[config.mk]
export PLATFORM = sky130hd
export DESIGN_NAME = clk_div_ctrl
export DESIGN_NICKNAME = d
export VERILOG_FILES = /design/src/rtl/clk_div_ctrl.sv
export SDC_FILE = /design/constraint.sdc
export NUM_CORES = 1
export LEC_CHECK = 0
export CAP_MARGIN = 20
export CORE_UTILIZATION = 45
export CTS_CLUSTER_SIZE = 8
export DETAILED_ROUTE_END_ITERATION = 10
export PLACE_DENSITY = 0.64
export SLEW_MARGIN = 0
export SYNTH_ARGS = -nofsm -noshare
export SYNTH_HDL_FRONTEND = slang
export SYNTH_SLANG_ARGS = --single-unit
[constraint.sdc]
create_clock -name clk -period 5.1 [get_ports clk]
set_clock_uncertainty 0.1 [all_clocks]
set_input_delay 0.51 -clock clk [delete_from_list [all_inputs] [get_ports clk]]
set_output_delay 0.51 -clock clk [all_outputs]
set_load 0.01 [all_outputs]
[src/rtl/clk_div_ctrl.sv]
// Programmable clock divider: runtime ratio via valid/ready, glitch-free start/stop.
// Optional CLK_DIV_CTRL_PCNT_EN adds a 16-bit completed-period counter output.
module clk_div_ctrl #(
  parameter int unsigned CNT_W       = 8,
  parameter int unsigned DEFAULT_DIV = 6
) (
  input  logic             clk,
  input  logic             rst,
  input  logic             en,
  input  logic             cfg_valid,
  input  logic [CNT_W-1:0] cfg_div,
  output logic             cfg_ready,
  output logic             clk_out,
  output logic             busy,
  output logic [CNT_W-1:0] active_div,
  output logic             div_err
`ifdef CLK_DIV_CTRL_PCNT_EN
  ,
  output logic [15:0]      period_cnt
`endif
);

  localparam logic [1:0] StIdle     = 2'd0;
  localparam logic [1:0] StRun      = 2'd1;
  localparam logic [1:0] StStopping = 2'd2;

  localparam logic [CNT_W-1:0] One = CNT_W'(1);
  localparam logic [CNT_W-1:0] Two = CNT_W'(2);

  logic [1:0]       state_q, state_d;
  logic [CNT_W-1:0] k_q, k_d;
  logic [CNT_W-1:0] div_q, div_d;
  logic [CNT_W-1:0] pend_div_q, pend_div_d;
  logic             pend_q, pend_d;
  logic             clk_out_q, clk_out_d;
  logic             err_q, err_d;
  logic             at_end, accept, apply;
  logic [CNT_W-1:0] low_d;

  always_comb begin
    state_d    = state_q;
    k_d        = k_q;
    div_d      = div_q;
    pend_d     = pend_q;
    pend_div_d = pend_div_q;
    err_d      = 1'b0;
    at_end     = (k_q == div_q - One);
    accept     = cfg_valid && !pend_q;

    unique case (state_q)
      StIdle: begin
        k_d = '0;
        if (en) state_d = StRun;
      end
      StRun, StStopping: begin
        k_d = at_end ? '0 : k_q + One;
        if (!en && at_end) state_d = StIdle;
        else if (!en)      state_d = StStopping;
        else               state_d = StRun;
      end
      default: begin
        state_d = StIdle;
        k_d     = '0;
      end
    endcase

    // Ratio changes only at a period boundary (or immediately while idle).
    apply = pend_q && ((state_q == StIdle) || at_end);
    if (apply) begin
      div_d  = pend_div_q;
      pend_d = 1'b0;
    end

    // accept requires !pend_q, so it never coincides with apply.
    if (accept) begin
      if (cfg_div < Two) begin
        err_d = 1'b1;
      end else begin
        pend_d     = 1'b1;
        pend_div_d = cfg_div;
      end
    end

    low_d     = div_d - (div_d >> 1);
    clk_out_d = (state_d != StIdle) && (k_d >= low_d);
  end

  always_ff @(posedge clk or negedge rst) begin
    if (!rst) begin
      state_q    <= StIdle;
      k_q        <= '0;
      div_q      <= CNT_W'(DEFAULT_DIV);
      pend_q     <= 1'b0;
      pend_div_q <= '0;
      clk_out_q  <= 1'b0;
      err_q      <= 1'b0;
    end else begin
      state_q    <= state_d;
      k_q        <= k_d;
      div_q      <= div_d;
      pend_q     <= pend_d;
      pend_div_q <= pend_div_d;
      clk_out_q  <= clk_out_d;
      err_q      <= err_d;
    end
  end

`ifdef CLK_DIV_CTRL_PCNT_EN
  logic [15:0] pcnt_q, pcnt_d;

  always_comb begin
    pcnt_d = pcnt_q;
    if ((state_q != StIdle) && at_end) pcnt_d = pcnt_q + 16'd1;
  end

  always_ff @(posedge clk or negedge rst) begin
    if (!rst) pcnt_q <= '0;
    else      pcnt_q <= pcnt_d;
  end

  assign period_cnt = pcnt_q;
`endif

  assign cfg_ready  = !pend_q;
  assign clk_out    = clk_out_q;
  assign busy       = (state_q != StIdle);
  assign active_div = div_q;
  assign div_err    = err_q;

endmodule

# Word level (Yosys, flattened, before mapping)
# Index checks and enable logic that the tools add are counted.
# op_classes
n_addsub	3
n_reduce_logical	12
mux	12
n_bitwise	1
order_cmp	2
n_eq_ne	3
# op_table
cell	count
$mux 8	3
$add 8x1->8 const B	1
$eq 8x8->1	1
$ge 8x8->1	1
$lt 8x2->1 const B	1
$sub 8x1->8 const B	1
$sub 8x7->8	1
$mux 2	3
$mux 1	5
$logic_and 1x1->1	4
$pmux 2 s2	1
$reduce_bool 2->1	2
$eq 2x1->1 const B	1
$eq 2x2->1 const B	1
$logic_not 1->1	2
$logic_not 2->1	1
$reduce_and 2->1	1
$reduce_or 2->1	1
$logic_or 1x1->1	1
$not 1->1	1
# word_totals
out_inout_bits	12
register_bits	29
wordCells	40
inputBits	12

# Depth between registers and ports, before layout
# Gate-level depths: netlist of the first run.
# depth
depth_word	8
mapped_depth	21

# Worst setup path after synthesis of the first run
# No wires, ideal clock.
# synth_path
kind	reg-to-reg
from	register div_q[0], in the netlist active_div[0]
to	register clk_out_q, in the netlist clk_out
n_path_buf	2
arrival_ps	4136
synth_period_minus_slack_ps	4362
path_slack_ps	738
setup_time_ps	126
stages_incl_launch_ff	21
path_cell_list	dfrtp_1 or4_1 buf_2 a2bb2oi_1 a221o_1 a31oi_4 nand2_4 buf_4 mux2_2 ha_1 inv_1 ha_1 mux2i_1 xnor2_1 ha_1 a21o_1 a21o_1 a21oi_1 nor2b_1 o21ai_0 a21oi_1
# synth_between
elab_chain_cells	8
# synth_rtl
item	line	text
start, declared	32	logic [CNT_W-1:0] div_q, div_d;
start signal, assigned	92	div_q <= CNT_W'(DEFAULT_DIV);
start signal, assigned	100	div_q <= div_d;
$sub 8x1->8	47	at_end = (k_q == div_q - One);
$eq 8x8->1	47	
$logic_or 1x1->1	68	apply = pend_q && ((state_q == StIdle) || at_end);
$logic_and 1x1->1	68	
$mux 8	69	if (apply) begin
named net div_d[1]	32	
$sub 8x7->8	84	low_d = div_d - (div_d >> 1);
$ge 8x8->1	85	clk_out_d = (state_d != StIdle) && (k_d >= low_d);
$logic_and 1x1->1	85	
named net clk_out_d	35	logic clk_out_q, clk_out_d;
end signal, assigned	103	clk_out_q <= clk_out_d;
end, declared	35	
# The timed path passes the listed nets, and every way through them passes these cells.
# A chain may end at the register's enable or synchronous reset.

# Final worst setup path of the first run
# Same ends and word-level chain as after synthesis.

==> results of run 1 <==
-- registers in the layout, summed over array words and instances, names as in the netlist --
register,flops
clk_out,1
k_q,8
div_err,1
pend_div_q,8
state_q,2
active_div,8
pend_q,1
-- cell usage after synthesis (2+ instances only) --
cell / instances / area (sq um)
sky130_fd_sc_hd__dfrtp_1: 27 / 675.7
sky130_fd_sc_hd__inv_1: 18 / 67.56
sky130_fd_sc_hd__nor2_1: 18 / 67.56
sky130_fd_sc_hd__ha_1: 16 / 200.2
sky130_fd_sc_hd__nand2_1: 15 / 56.30
sky130_fd_sc_hd__mux2_2: 11 / 123.9
sky130_fd_sc_hd__xor2_1: 11 / 96.34
sky130_fd_sc_hd__mux2i_1: 9 / 90.09
sky130_fd_sc_hd__xnor2_1: 8 / 70.07
sky130_fd_sc_hd__a21oi_1: 7 / 35.03
sky130_fd_sc_hd__nand3_1: 7 / 35.03
sky130_fd_sc_hd__nor3_1: 7 / 35.03
sky130_fd_sc_hd__nor2b_1: 6 / 37.54
sky130_fd_sc_hd__o21ai_0: 6 / 30.03
sky130_fd_sc_hd__a21o_1: 4 / 30.03
sky130_fd_sc_hd__nand2b_1: 4 / 25.02
sky130_fd_sc_hd__a211oi_1: 3 / 22.52
sky130_fd_sc_hd__and3_1: 3 / 18.77
sky130_fd_sc_hd__buf_2: 3 / 15.01
sky130_fd_sc_hd__clkbuf_1: 3 / 11.26
sky130_fd_sc_hd__a221o_1: 2 / 20.02
sky130_fd_sc_hd__a31oi_1: 2 / 12.51
sky130_fd_sc_hd__and2_1: 2 / 12.51
sky130_fd_sc_hd__buf_4: 2 / 15.01
sky130_fd_sc_hd__dfstp_2: 2 / 52.55
sky130_fd_sc_hd__nor4_1: 2 / 12.51
sky130_fd_sc_hd__or4_1: 2 / 15.01
-- kinds of logic (layout without fill, tap and decap cells) --
kind of cell    count (synthesis)  count (layout)  share of synthesized area
simple gates                   75              75                     0.1837
flops                          29              29                     0.3460
mux                            22              22                     0.1213
buf+inv                        26              53                    0.05172
compound gates                 35              35                     0.1231
fa+ha+maj                      16              16                    0.09512
xor+xnor                       19              19                    0.07907
-- metal layers --
layer | GRT usage | share of wire | vias to the layer above
met4 | 0.06000 | 0.012 | 0
met1 | 0.2711 | 0.49 | 778
li1 | - | - | 829
met2 | 0.3365 | 0.47 | 21
met5 | 0 | 0 | -
met3 | 0.04906 | 0.026 | 5
-- layout make-up --
type / count / area (sq um) / area share
multi-input cells: 167 / 1267 / 0.5060
clock buffers: 7 / 86.33 / 0.03447
clock inverters: 1 / 30.03 / 0.01199
repair buffers: 27 / 260.3 / 0.1039
well taps: 52 / 65.06 / 0.02597
flip-flops and latches: 29 / 728.2 / 0.2907
inverters: 18 / 67.56 / 0.02697
-- critical path, stage by stage (launching register included) --
cell,delay (ps)
sky130_fd_sc_hd__dfrtp_1,440
sky130_fd_sc_hd__or4_1,630
sky130_fd_sc_hd__a2bb2oi_1,170
sky130_fd_sc_hd__a221o_1,410
sky130_fd_sc_hd__a31oi_4,230
sky130_fd_sc_hd__nand2_4,190
sky130_fd_sc_hd__mux2_2,380
sky130_fd_sc_hd__ha_1,230
sky130_fd_sc_hd__inv_1,80
sky130_fd_sc_hd__ha_1,200
sky130_fd_sc_hd__mux2i_1,230
sky130_fd_sc_hd__xnor2_1,160
sky130_fd_sc_hd__ha_1,260
sky130_fd_sc_hd__a21o_1,160
sky130_fd_sc_hd__a21o_1,170
sky130_fd_sc_hd__a21oi_1,130
sky130_fd_sc_hd__nor2b_1,50
sky130_fd_sc_hd__o21ai_0,140
sky130_fd_sc_hd__a21oi_1,80
-- through the flow --
step	cells	hold slack, ps	util
final	301	413.3	0.5675
after global routing	301	422.7	0.5675
after CTS	301	412.6	0.5675
after detailed placement	293	397.6	0.5411
after global placement	293	399.0	0.5411
after floorplan	222	114.4	-
-- path summary, 6_finish.rpt --
| check | from | to | slack (ps) | depth (start not counted) |
|---|---|---|---|---|
| min | pend_div_q[7] | pend_div_q[7] | 410 | 1 |
| max reg2reg | active_div[0] | clk_out | 530 | 18 |
| min reg2reg | pend_div_q[7] | pend_div_q[7] | 410 | 1 |
| max | active_div[0] | clk_out | 530 | 18 |
| max in group asynchronous | rst | active_div[2] | 4070 | 2 |
| min in group asynchronous | rst | div_err | 520 | 2 |
-- power by group --
part | internal [mW] | switching, mW | leakage, nW | total (mW)
clock network | 0.159 | 0.0885 | 0.0585 | 0.248
registers | 0.325 | 0.109 | 0.362 | 0.435
logic | 0.658 | 0.663 | 0.772 | 1.32
total | 1.14 | 0.861 | 1.19 | 2.00
==> results.cfg, run 1 <==
[run_status]
outcome = complete, no violations

[cts]
post_cts.repair.setup_buffers = 0
ctsRootBufferMaster = sky130_fd_sc_hd__clkbuf_8
path_clk_slew_ps = 60
worst_skew_pair.late_latency_ps = 280
cts_hold_repair.buffers = 0
tritoncts_num_sinks = 29
cts_made_buffers = 5
cts-htree-levels = 2
post_cts.resized_instances = 0
tritoncts = yes
ctsLongestPathBuffers = 2

[synth]
yosysSeqAreaShare = 0.3460
yosysWarningCount = 0
postSynthNetCount = 250
synth-seq-cells = 29
dominantRegCellSynth = sky130_fd_sc_hd__dfrtp_1
async_reset_ff_frac = 1.000
synth_edf_count = 0
post_synth_instance_area_sq_um = 2105
synth.distinct_cells = 49
syn-instance-count = 222
synth_area_per_cell_sq_um = 9.480

[floorplan]
io_pins = 24
core_area_sq_um = 4414
start_util = 0.4768
die-height_um = 70.39
die_w_um = 70.39
row_count = 24
die-area_sq_um = 4954

[sta]
relSlewSlack = 0.4678
max_slew.worst_pin.slew_ps = 778.1
fin_setup_tns_ps = 0
period_needed_ps = 4568
final_slew_violations = 0
timing.final.hold_violations = 0
setup-violations-final = 0
max_clock_freq_mhz = 218.9
final_period_util = 0.8957
grt_setup_unrepaired = false
fin_ws_ps = 532.0

[pwr]
report.power.total_mw = 2.003
vdd.ir_drop.worst_v = 0.0003336
cellPowerDensity_nw_per_um2 = 799.6
p_leak_nw = 1.193

[global_routing]
grt_use_total = 0.2064
total_global_routing_overflow = 0
grt_start_max_net_pins = 30
via_count_of_the_first_global_routing_pass = 1658
grt_pass1_wl_mm = 7.886
antenna_found_initial = 0

[drt]
detail_route.vias_per_cell = 5.425
wl_per_cell_um = 15.18
drtIter0Drc = 65
count_of_vias_placed_by_the_detailed_router = 1633
antenna_left = 0
drc = 0
drt_wl_total_mm = 4.568
drt_pre_antenna_iters = 4

[layout]
most_used_cells_in_the_layout_excluding_fill_and_tap_cells = sky130_fd_sc_hd__dfrtp_1, sky130_fd_sc_hd__clkdlybuf4s50_1, sky130_fd_sc_hd__inv_1, sky130_fd_sc_hd__nor2_1, sky130_fd_sc_hd__ha_1
area_growth_pct = 19.02
final_cell_area_sq_um = 2505
final_layout_size_suffix_gt1_frac = 0.1205
nets = 276
final.fill_count = 391
antenna_cells_inserted = 0
mostFrequentLayoutCell = sky130_fd_sc_hd__dfrtp_1

[setup_path]
worst_ep_required_time_ps = 5160
cp_data_arrival_time_ps = 4630
critical_path_class = reg2reg
path_max_fanout = 16
setup.worst_path.end_class = flip-flop
start_kind = flip-flop

[placement]
place_area_sq_um = 2389
place_worst_setup_slack_ps = 551.5
place.detailed.hpwl_mm = 3.585
finalWeightedCongestion = 0.8023
numPortBuffers = 23

[hold_path]
worst_hold_path_type = reg2reg

[run]
drv_cap = 0
Note: power is estimated with default switching activity, not from simulation.
==> run 2: changes to the inputs <==
--- a/config.mk
+++ b/config.mk
@@ -6,10 +6,11 @@
 export NUM_CORES = 1
 export LEC_CHECK = 0
 export CAP_MARGIN = 20
-export CORE_UTILIZATION = 45
+export CORE_UTILIZATION = 30
 export CTS_CLUSTER_SIZE = 8
 export DETAILED_ROUTE_END_ITERATION = 10
-export PLACE_DENSITY = 0.64
+export PLACE_DENSITY = 0.46
+export SETUP_SLACK_MARGIN = 0.2
 export SLEW_MARGIN = 0
 export SYNTH_ARGS = -nofsm -noshare
 export SYNTH_HDL_FRONTEND = slang
==> run 2 against run 1 <==
  * Worst setup slack worse by 78 ps
  * Hold slack better by 1.3 ps
  * Design area up 1.6%
  * Die area up 48%
  * Register-to-register slack worse by 80 ps
  * Clock-buffer cell count down 2
  * Core utilization down 19 points
  * Critical endpoint unchanged
  * Highest routed layer unchanged
==> results.cfg, run 2 (synthesis results as in run 1) <==
[run_status]
outcome = complete, no violations

[sta]
final_slew_violations = 0
max_slew.worst_pin.slew_ps = 688.6
period_needed_ps = 4646
final_period_util = 0.9111
fin_setup_tns_ps = 0
timing.final.hold_violations = 0
max_clock_freq_mhz = 215.2
relSlewSlack = 0.5392
setup-violations-final = 0
grt_setup_unrepaired = false

[global_routing]
grt_pass1_wl_mm = 8.245
grt_start_max_net_pins = 30
total_global_routing_overflow = 0
grt_use_total = 0.1495
antenna_found_initial = 0
via_count_of_the_first_global_routing_pass = 1606

[cts]
post_cts.repair.setup_buffers = 0
ctsLongestPathBuffers = 2
post_cts.resized_instances = 0
ctsRootBufferMaster = sky130_fd_sc_hd__clkbuf_8
cts_hold_repair.buffers = 0
cts-htree-levels = 2
tritoncts = yes
worst_skew_pair.late_latency_ps = 280
tritoncts_num_sinks = 29
path_clk_slew_ps = 70
cts_made_buffers = 5

[floorplan]
die_w_um = 85.76
row_count = 30
io_pins = 24
die-area_sq_um = 7354
start_util = 0.3098
core_area_sq_um = 6794
die-height_um = 85.76

[setup_path]
critical-path-slowest-cell = sky130_fd_sc_hd__or4_1
crit_path_max_incr_delay_ps = 620
path_max_fanout = 16
start_kind = flip-flop
cpMostUsedCell = sky130_fd_sc_hd__ha_1
setup.worst_path.end_class = flip-flop
crit_chain = or4_1 > o21a_1 > o2111ai_1 > o31ai_2 > buf_4 > nand2_4 > mux2_2 > ha_1 > inv_1 > ha_1 > mux2i_1 > xnor2_1 > ha_1 > a21o_1 > a21o_1 > a21oi_1 > nor2b_1 > o21ai_0 > a21oi_1
worst_ep_required_time_ps = 5170
cp_top_family = compound AO/OA/AOI/OAI gates
critical_path_class = reg2reg
worst-path-buf-inv = 2
cp_data_arrival_time_ps = 4710

[drt]
drc = 0
drt_wl_total_mm = 4.833
drt_pre_antenna_iters = 4
count_of_vias_placed_by_the_detailed_router = 1634
drtIter0Drc = 72
wl_per_cell_um = 13.93
antenna_left = 0
detail_route.vias_per_cell = 4.709

[placement]
numPortBuffers = 23
finalWeightedCongestion = 0.7905
place.detailed.hpwl_mm = 3.842
place_area_sq_um = 2451

[pwr]
cellPowerDensity_nw_per_um2 = 770.1
p_leak_nw = 1.188
vdd.ir_drop.worst_v = 0.0002520

[layout]
antenna_cells_inserted = 0
final_cell_area_sq_um = 2545
nets = 278
area_growth_pct = 20.93
final_layout_size_suffix_gt1_frac = 0.1315
mostFrequentLayoutCell = sky130_fd_sc_hd__dfrtp_1
most_used_cells_in_the_layout_excluding_fill_and_tap_cells = sky130_fd_sc_hd__dfrtp_1, sky130_fd_sc_hd__clkdlybuf4s50_1, sky130_fd_sc_hd__inv_1, sky130_fd_sc_hd__nor2_1, sky130_fd_sc_hd__ha_1

[hold_path]
worst_hold_path_type = reg2reg

[run]
drv_cap = 0
==> run 2: cell count changes in the layout (fill, tap and decap cells not counted) <==
| cell | previous run | this run |
|---|---|---|
| sky130_fd_sc_hd__buf_4 | 4 | 6 |
| sky130_fd_sc_hd__bufinv_16 | 1 | 0 |
| sky130_fd_sc_hd__clkbuf_1 | 1 | 0 |
| sky130_fd_sc_hd__clkbuf_8 | 6 | 5 |
| sky130_fd_sc_hd__clkinv_2 | 0 | 2 |
| sky130_fd_sc_hd__clkinvlp_4 | 0 | 1 |
==> run 2: worst reg2reg max path: cells and delay by family (launching register included) <==
kind | cells | cell delay [ps]
and+or+nand+nor | 3 | 890
xor gates and xnor gates | 1 | 180
AOI/OAI and AO/OA | 8 | 1350
adders and majority gates | 3 | 700
buffers and inverters | 2 | 240
DFF | 1 | 450
muxes | 2 | 640
==> run 2: where the power goes <==
group          internal [mW]  switching [mW]  total (mW)
Sequential             0.325           0.114       0.439
Combinational          0.662           0.672        1.33
Clock                 0.0939          0.0928       0.187
==> run 2: layer usage <==
| layer | part of all wire | track usage | up-vias |
|---|---|---|---|
| met5 | 0 | 0 | - |
| met1 | 0.49 | 0.2018 | 773 |
| li1 | - | - | 837 |
| met3 | 0.030 | 0.03465 | 5 |
| met4 | 0.012 | 0.04545 | 0 |
| met2 | 0.47 | 0.2385 | 19 |
==> run 2: cell type report <==
| type | count | area [sq um] |
|---|---|---|
| clock buffer | 5 | 68.82 |
| multi-input combinational | 167 | 1267 |
| fill | 701 | 4249 |
| clock inverter | 3 | 17.52 |
| sequential | 29 | 728.2 |
| tap | 96 | 120.1 |
| inverter | 18 | 67.56 |
| timing repair buffer | 29 | 275.3 |
==> run 2: final timing paths <==
check	slack (ps)	to	depth (start not counted)	startpoint
max in group asynchronous	4060	active_div[2]	2	rst
worst max register to register	450	clk_out	19	active_div[0]
worst max-delay path	450	clk_out	19	active_div[0]
worst min register to register	410	pend_div_q[7]	1	pend_div_q[7]
min in group asynchronous	520	state_q[0]	2	rst
worst min-delay path	410	pend_div_q[7]	1	pend_div_q[7]
==> run 2: stage by stage <==
stage                     setup slack [ps]  utilization  hold WS, ps  cells  power, mW
final                                453.6       0.3746        414.6    347      1.960
after global routing                 211.2       0.3746        430.8    347      2.179
after CTS                            462.2       0.3735        417.0    346      1.980
after detailed placement             491.0       0.3608        400.3    338      1.781
after global placement               547.9       0.3608        399.6    338      1.792
after floorplan                      737.9            -        114.4    222      1.417
==> run 3: changes to the inputs <==
--- a/config.mk
+++ b/config.mk
@@ -11,6 +11,7 @@
 export DETAILED_ROUTE_END_ITERATION = 10
 export PLACE_DENSITY = 0.46
 export SETUP_SLACK_MARGIN = 0.2
+export SKIP_LAST_GASP = 1
 export SLEW_MARGIN = 0
 export SYNTH_ARGS = -nofsm -noshare
 export SYNTH_HDL_FRONTEND = slang
==> constraint.sdc (replaced) <==
create_clock -name clk -period 4.9 [get_ports clk]
set_clock_uncertainty 0.1 [all_clocks]
set_input_delay 0.49 -clock clk [delete_from_list [all_inputs] [get_ports clk]]
set_output_delay 0.49 -clock clk [all_outputs]
set_load 0.01 [all_outputs]
==> run 3 against run 2 <==
  * Global-route usage grew 0.42 points
  * Total power increased by 5.5%
  * Sequential cell count stayed put
  * Wire length rose by 2.8%
  * Worst setup slack got worse by 13 ps
  * First-iteration DRC count increased by 50%
  * Via count increased by 0.31%
  * Critical path type unchanged
  * Highest routed layer unchanged
==> results.cfg, run 3 (synthesis results as in run 1) <==
[global_routing]
grt.met2_usage = 0.2582
total_global_routing_overflow = 0
via_count_of_the_first_global_routing_pass = 1726
grt_util_met1 = 0.1990
antenna_found_initial = 0
gr-usage-met3 = 0.03369
grt.busiest_layer = met2
grt_pass1_wl_mm = 8.535
grt_use_total = 0.1537
grt_start_max_net_pins = 30

[pwr]
report.power.total_mw = 2.068
power_switching_mw = 0.9292
vdd.ir_drop.worst_v = 0.0002466
power_frac_comb = 0.687
p_clk_frac = 0.096
p_leak_nw = 1.195
power.share.sequential = 0.217
cellPowerDensity_nw_per_um2 = 806.2
swShare = 0.4494
cell_internal_pwr_mw = 1.139

[setup_path]
path_max_fanout = 6
worst-path-buf-inv = 1
cp_data_arrival_time_ps = 4530
critical_path_cell_count = 18
critical_path_class = reg2reg
worst-r2r-cell-count = 18
cpMostUsedCell = sky130_fd_sc_hd__ha_1
crit_chain = or4_4 > nor3_1 > o2111ai_1 > o31ai_4 > nand2_4 > mux2_2 > ha_1 > inv_1 > ha_1 > mux2i_1 > xnor2_1 > ha_1 > a21o_1 > a21o_1 > a21oi_1 > nor2b_1 > o21ai_0 > a21oi_1
cp_top_family = compound AO/OA/AOI/OAI gates
crit_path_max_incr_delay_ps = 580
worst_ep_required_time_ps = 4970
critical-path-slowest-cell = sky130_fd_sc_hd__or4_4
start_kind = flip-flop
setup.worst_path.end_class = flip-flop

[drt]
drc = 0
antenna_left = 0
drtIter0Drc = 108
wl_per_cell_um = 14.28
count_of_vias_placed_by_the_detailed_router = 1639
detail_route.vias_per_cell = 4.710
drt_wl_total_mm = 4.969
drt_pre_antenna_iters = 4

[floorplan]
io_pins = 24
start_util = 0.3098
die-area_sq_um = 7354
row_count = 30
die-height_um = 85.76
die_w_um = 85.76
core_area_sq_um = 6794

[layout]
multi_input_area_sq_um = 1280
final.fill_count = 698
sequential_cell_area_sq_um = 728.2
most_used_cells_in_the_layout_excluding_fill_and_tap_cells = sky130_fd_sc_hd__dfrtp_1, sky130_fd_sc_hd__clkdlybuf4s50_1, sky130_fd_sc_hd__inv_1, sky130_fd_sc_hd__nor2_1, sky130_fd_sc_hd__ha_1
nets = 279
mostFrequentLayoutCell = sky130_fd_sc_hd__dfrtp_1
antenna_cells_inserted = 0
final_layout_size_suffix_gt1_frac = 0.1389
area_growth_pct = 21.88

[cts]
tritoncts = yes
cts-htree-levels = 2
tritoncts_num_sinks = 29
cts_hold_repair.buffers = 0
path_clk_slew_ps = 70
ctsLongestPathBuffers = 2
cts_made_buffers = 5
ctsRootBufferMaster = sky130_fd_sc_hd__clkbuf_8
worst_skew_pair.late_latency_ps = 280

[sta]
grt_setup_unrepaired = false
final_slew_violations = 0
timing.final.hold_violations = 0
fin_setup_tns_ps = 0
relSlewSlack = 0.5358
final_period_util = 0.9100
max_slew.worst_pin.slew_ps = 693.7
max_clock_freq_mhz = 224.3
setup-violations-final = 0
period_needed_ps = 4459

[placement]
place.detailed.hpwl_mm = 3.947
finalWeightedCongestion = 0.8358
numPortBuffers = 23

[run_status]
outcome = complete, no violations

[run]
drv_cap = 0

[hold_path]
worst_hold_path_type = reg2reg
min_delay_path_depth = 1
[run 3: per-stage QoR]
| step | instance area [sq um] | instances | setup slack, ps | utilization | hold WS [ps] |
|---|---|---|---|---|---|
| 2_1_floorplan | 2105 | 222 | 537.9 | - | 94.41 |
| 3_3_place_gp | 2466 | 340 | 525.9 | 0.3630 | 397.5 |
| 3_5_place_dp | 2466 | 340 | 420.9 | 0.3630 | 404.5 |
| 4_1_cts | 2552 | 348 | 385.9 | 0.3757 | 419.9 |
| 5_1_grt | 2565 | 348 | 208.8 | 0.3775 | 432.6 |
| 6_report | 2565 | 348 | 441.0 | 0.3775 | 412.5 |
[run 3: cell type report]
class                   count  share of cell area
multi-input cells         167              0.4990
clock inverters             3            0.006829
clock buffers               5             0.02683
inverters                  18             0.02634
flip-flops and latches     29              0.2839
well taps                  96             0.04683
repair buffers             30              0.1102
[run 3: layer usage]
layer / part of all wire / routed length, um
met5: 0 / 0
met4: 0.010 / 51
met3: 0.022 / 110
met2: 0.49 / 2414
met1: 0.48 / 2393
[run 3: worst reg2reg max path: stages, from the launching register on]
cell and delay (ps):
sky130_fd_sc_hd__dfrtp_1 460, sky130_fd_sc_hd__or4_4 580, sky130_fd_sc_hd__nor3_1 210, sky130_fd_sc_hd__o2111ai_1 220, sky130_fd_sc_hd__o31ai_4 380, sky130_fd_sc_hd__nand2_4 120
sky130_fd_sc_hd__mux2_2 330, sky130_fd_sc_hd__ha_1 230, sky130_fd_sc_hd__inv_1 90, sky130_fd_sc_hd__ha_1 200, sky130_fd_sc_hd__mux2i_1 230, sky130_fd_sc_hd__xnor2_1 170
sky130_fd_sc_hd__ha_1 260, sky130_fd_sc_hd__a21o_1 160, sky130_fd_sc_hd__a21o_1 170, sky130_fd_sc_hd__a21oi_1 140, sky130_fd_sc_hd__nor2b_1 60, sky130_fd_sc_hd__o21ai_0 150
sky130_fd_sc_hd__a21oi_1 80
[run 3: power by group through the flow]
stage / clock, mW / sequential [mW] / combinational (mW)
after global placement: 0 / 0.454 / 1.43
after global routing: 0.222 / 0.469 / 1.60
after floorplan: 0 / 0.432 / 1.04
final: 0.199 / 0.449 / 1.42
after CTS: 0.209 / 0.449 / 1.43
after detailed placement: 0 / 0.453 / 1.42
[run 3: timing repair]
action | 4_1_cts | 5_1_grt
resized for setup | 0 | 2
endpoints found under the setup margin | 0 | 1
setup buffers | 0 | 0
[run 3: worst paths after layout]
path                          startpoint            end  slack [ps]
max in group asynchronous            rst  active_div[2]        3890
setup / recovery           active_div[0]        clk_out         440
hold reg to reg            pend_div_q[7]  pend_div_q[7]         410
hold / removal             pend_div_q[7]  pend_div_q[7]         410
setup reg to reg           active_div[0]        clk_out         440
min in group asynchronous            rst     state_q[0]         490
